==> config.mk <==
export PLATFORM = sky130hd
export DESIGN_NAME = traffic_timer
export DESIGN_NICKNAME = d
export VERILOG_FILES = /design/src/rtl/traffic_timer.sv
export SDC_FILE = /design/constraint.sdc
export NUM_CORES = 1
export LEC_CHECK = 0
export CAP_MARGIN = 20
export CELL_PAD_IN_SITES_DETAIL_PLACEMENT = 1
export CELL_PAD_IN_SITES_GLOBAL_PLACEMENT = 2
export CORE_MARGIN = 4
export CORE_UTILIZATION = 34
export DETAILED_ROUTE_END_ITERATION = 8
export HOLD_SLACK_MARGIN = 0.05
export PLACE_DENSITY_LB_ADDON = 0.1
export SYNTH_ARGS = -nofsm -noshare
export SYNTH_HDL_FRONTEND = slang
export SYNTH_SLANG_ARGS = --single-unit
==> constraint.sdc <==
create_clock -name clk -period 5.45 [get_ports clk]
set_input_delay 1.635 -clock clk [delete_from_list [all_inputs] [get_ports clk]]
set_output_delay 1.635 -clock clk [all_outputs]
set_load 0.05 [all_outputs]
==> src/rtl/traffic_timer.sv <==
// Per-light seconds countdown for the traffic light FSM: loads the duration picked by the
// one-hot selector, counts it down through a clock prescaler and decodes the handover flags.
module traffic_timer #(
    parameter int LIGHT_STATE_WIDTH = 3,
    parameter int CLK_PER_SEC       = 1000,
    parameter int CNT_WIDTH         = 7,
    parameter int GREEN_TIME        = 30,
    parameter int YELLOW_TIME       = 3,
    parameter int RED_TIME          = 33
) (
    input  logic                         clk,
    input  logic                         rst,
    input  logic                         en,
    input  logic [LIGHT_STATE_WIDTH-1:0] light_cnt_init,
    output logic                         light_cnt_last,
    output logic                         second_cnt_pre_last,
    output logic                         sec_tick,
    output logic [CNT_WIDTH-1:0]         remaining_sec,
    output logic [3:0]                   sec_tens,
    output logic [3:0]                   sec_ones
);

    localparam int SEC_W = (CLK_PER_SEC > 2) ? $clog2(CLK_PER_SEC) : 1;
    localparam logic [SEC_W-1:0] SEC_LAST = SEC_W'(CLK_PER_SEC - 1);
    localparam logic [SEC_W-1:0] SEC_PRE  = SEC_W'(CLK_PER_SEC - 2);

    logic [SEC_W-1:0]             sec_cnt_reg, sec_cnt_next;
    logic [CNT_WIDTH-1:0]         light_cnt_reg, light_cnt_next;
    logic [LIGHT_STATE_WIDTH-1:0] init_q_reg, init_q_next;

    logic                 sel_valid;
    logic [CNT_WIDTH-1:0] sel_dur;
    logic [CNT_WIDTH-1:0] dur_masked [LIGHT_STATE_WIDTH];

    assign sel_valid = $onehot(light_cnt_init);

    // Each selector bit contributes its own duration; bits beyond red carry none.
    genvar gi;
    generate
        for (gi = 0; gi < LIGHT_STATE_WIDTH; gi++) begin : g_dur
            localparam logic [CNT_WIDTH-1:0] DUR =
                (gi == 0) ? CNT_WIDTH'(GREEN_TIME)  :
                (gi == 1) ? CNT_WIDTH'(YELLOW_TIME) :
                (gi == 2) ? CNT_WIDTH'(RED_TIME)    : CNT_WIDTH'(0);
            assign dur_masked[gi] = light_cnt_init[gi] ? DUR : CNT_WIDTH'(0);
        end
    endgenerate

    always_comb begin
        sel_dur = '0;
        for (int i = 0; i < LIGHT_STATE_WIDTH; i++) begin
            sel_dur = sel_dur | dur_masked[i];
        end
    end

    always_comb begin
        sec_cnt_next   = sec_cnt_reg;
        light_cnt_next = light_cnt_reg;
        init_q_next    = init_q_reg;
        if (!en) begin
            sec_cnt_next   = '0;
            light_cnt_next = '0;
            init_q_next    = '0;
        end else if (!sel_valid) begin
            sec_cnt_next   = '0;
            light_cnt_next = '0;
            init_q_next    = light_cnt_init;
        end else if (light_cnt_init != init_q_reg) begin
            // A new selector wins over any second wrap happening this cycle.
            sec_cnt_next   = '0;
            light_cnt_next = sel_dur;
            init_q_next    = light_cnt_init;
        end else if (sec_cnt_reg == SEC_LAST) begin
            sec_cnt_next = '0;
            if (light_cnt_reg > CNT_WIDTH'(1)) begin
                light_cnt_next = light_cnt_reg - CNT_WIDTH'(1);
            end else if (light_cnt_reg == CNT_WIDTH'(1)) begin
                // FSM did not advance: restart the phase instead of reaching zero.
                light_cnt_next = sel_dur;
            end
        end else begin
            sec_cnt_next = sec_cnt_reg + SEC_W'(1);
        end
    end

    always_ff @(posedge clk) begin
        if (rst) begin
            sec_cnt_reg   <= '0;
            light_cnt_reg <= '0;
            init_q_reg    <= '0;
        end else begin
            sec_cnt_reg   <= sec_cnt_next;
            light_cnt_reg <= light_cnt_next;
            init_q_reg    <= init_q_next;
        end
    end

    assign light_cnt_last      = sel_valid && (light_cnt_reg == CNT_WIDTH'(1));
    assign second_cnt_pre_last = sel_valid && (sec_cnt_reg == SEC_PRE);
    assign sec_tick            = sel_valid && (sec_cnt_reg == SEC_LAST);
    assign remaining_sec       = light_cnt_reg;
    assign sec_tens            = 4'(light_cnt_reg / CNT_WIDTH'(10));
    assign sec_ones            = 4'(light_cnt_reg % CNT_WIDTH'(10));

endmodule
==> reports/summary.txt <==
Vias per cell: 5.43
Hold_buf cts: 0
Unrepaired setup endpoints after global routing: false
Net Count, Synth: 212
Vias in the first global route: 1,481
Layout area overhead: 23.3%
Min-Delay Endpoint: sec_cnt_reg[0]
F_max: 195 MHz
First-pass GRT wire length: 6960 um
Endpoints failing setup: 0
DRT Pass-1 Iters: 4
Status: finished clean
Initial Util: 0.354
Share of cells above drive strength 1: 0.0829
Seq cells post-synth: 20
Initial DRC Count: 79
GR Overflow Total: 0
Hold Path Depth: 1
Pin slew with the least headroom to its limit: 0.499 ns
Power Total: 0.387 mW
Worst R2R End: remaining_sec[1]
I/O pins: 24
WHS: 0.488 ns
Syn Inst Count: 198
Via count: 1,460
Post-synth EDFFs: 0
Clock Root Buffer: clkbuf_8
DRC Markers: 0
Post-route clock period utilization: 0.942
Mapped Avg Cell Area: 7.89 um2
Top Usage Layer GRT: met2
Setup tns final: 0 ns
Tmin final: 5.14 ns
Worst-path clk slew: 0.08 ns
Routability cong.: 0.872
Fillers: 543
Most frequent cells in the layout: 23 x nor2_1, 20 x dfxtp_1, 20 x clkdlybuf4s50_1, 17 x nand2_1
Worst r2r src: remaining_sec[2]
CP max stage cell: clkdlybuf4s50_1
Total CTS buffers: 3
Post-route worst setup slack: 0.314 ns
R2r setup slk: 3.20 ns
Pin count of the biggest net entering global routing: 20
DRT antenna net count: 0
Async SR Flop Fraction: 0
WL/cell: 15.1 um
Clock Path Buffers: 2
Crit path launch type: flip-flop
All-Layer GR Usage: 0.155
Power Density: 201 nW/um2
WP data arrival: 3.50 ns
Post-Place Setup Slack: 0.349 ns
Core Rows: 24
Detailed Place HPWL: 3160 um
Max-slew violations: 0
Clk sinks: 20
Commonest non-fill, non-tap cell in the layout: nor2_1
H-tree levels: 1
Initial antenna violation count: 0
Hold path startpoint: sec_cnt_reg[0]
Area of the core: 4410 um2
Clock Skews: 0.00558 ns
Ys flop type: dfxtp_1
Met1 usage: 0.209
Final hold viol count: 0
Library cells used by synthesis: 50
Width of the chip: 75.8 um
Yosys warns: 0
Crit Path Class: reg -> out
Number of diodes: 0
Hold Crit Class: reg -> reg
Crit-path max cell delay: 0.82 ns
VDD IR-drop max: 0.108 mV
GRT met2 Usage: 0.255
Max transition margin: 0.666
CP Max Fanout: 15
Post-CTS Resized: 0
Crit path launch: remaining_sec[4]
Critical Path End Type: output pin
Reg2reg path depth: 6
Leakage power: 0.704 nW
CTS tree: yes
Post-CTS setup buffers: 0
Max FFs per register: 10
Insertion delay to the later sink of the worst-skew pair: 0.26 ns
DIE HEIGHT: 75.8 um
Die ar.: 5740 um2
Cell Area, Synth: 1560 um2
Nets: 232
Worst Path Required: 3.82 ns
Met3 usage: 0.0198
Register area share after synthesis: 0.256
Crit path cell chain: nand2b_1, o21ai_0, a21oi_1, o221a_2, ha_1, inv_1, a221oi_4, mux2i_1, clkdlybuf4s50_1
Fin util: 0.437
WL final: 4070 um
PortBufs: 23
MaxCap Viol Count: 0
[metrics by stage]
| stage | cells | cell area [um2] |
|---|---|---|
| after floorplan | 198 | 1560 |
| after global placement | 265 | 1860 |
| after detailed placement | 265 | 1860 |
| after CTS | 269 | 1930 |
| after global routing | 269 | 1930 |
| final | 269 | 1930 |
[routing by layer]
| layer | routed length, um | part of all wire |
|---|---|---|
| met5 | 0 | 0 |
| met4 | 72 | 0.018 |
| met3 | 126 | 0.031 |
| met2 | 1990 | 0.49 |
| met1 | 1880 | 0.46 |
[area by class of cell]
cell class	instances	area [um2]	share of cell area
clock buffers	3	41.3	0.0214
clock inverters	1	30.0	0.0156
inverters	10	37.5	0.0195
multi-input cells	156	1060	0.551
flip-flops and latches	20	400	0.208
well taps	52	65.1	0.0338
repair buffers	27	290	0.151
[synth_stat cells, types with 3 or more instances]
cell type	count	share of area
nor2_1	23	0.055
dfxtp_1	20	0.26
nand2_1	17	0.041
inv_1	10	0.024
nor2b_1	10	0.040
nand3_1	9	0.029
xnor2_1	8	0.045
a21oi_1	7	0.022
ha_1	7	0.056
mux2i_1	7	0.045
o22ai_1	6	0.024
buf_2	5	0.016
o21ai_1	5	0.016
xor2_1	5	0.028
and2_1	4	0.016
a2bb2oi_1	3	0.017
and3_1	3	0.012
clkbuf_1	3	0.0072
nand2b_1	3	0.012
nor3_1	3	0.0096
nor4_1	3	0.012
o21ai_0	3	0.0096
[worst max-delay path by stage]
stage | endpoint | slack, ns | cells past startpoint
after global placement | second_cnt_pre_last | 0.38 | 6
after global routing | sec_ones[2] | 0.09 | 9
after floorplan | light_cnt_last | 0.64 | 5
after CTS | sec_ones[2] | 0.28 | 9
after detailed placement | second_cnt_pre_last | 0.35 | 6
final | sec_ones[2] | 0.31 | 9
[logic make-up (layout without fill, tap and decap cells)]
kind of cell               after synthesis  after routing  share of synthesized area
DFF                                     20             20                      0.256
xor gates and xnor gates                13             13                     0.0729
muxes                                    8              8                     0.0520
adders and majority gates                8              8                     0.0689
buffers and inverters                   22             41                     0.0641
and+or+nand+nor                         85             85                      0.291
AOI/OAI and AO/OA                       42             42                      0.195
[critical path, delay by kind of cell, from the launching register on]
family                   cells  cell delay (ns)
AO/OA/AOI/OAI                4             0.89
buffers and inverters        2             0.91
multiplexers                 1             0.24
AND/OR/NAND/NOR              1             0.38
adder cells (fa/ha/maj)      1             0.20
flip-flops                   1             0.61
[report_power, final]
group | leakage, nW | total (mW) | internal, mW | switching, mW
clock | 0.0357 | 0.151 | 0.0981 | 0.0529
combinational | 0.507 | 0.0842 | 0.0339 | 0.0503
sequential | 0.162 | 0.151 | 0.148 | 0.00320
total | 0.704 | 0.387 | 0.280 | 0.106
(Power assumes the default switching activity.)
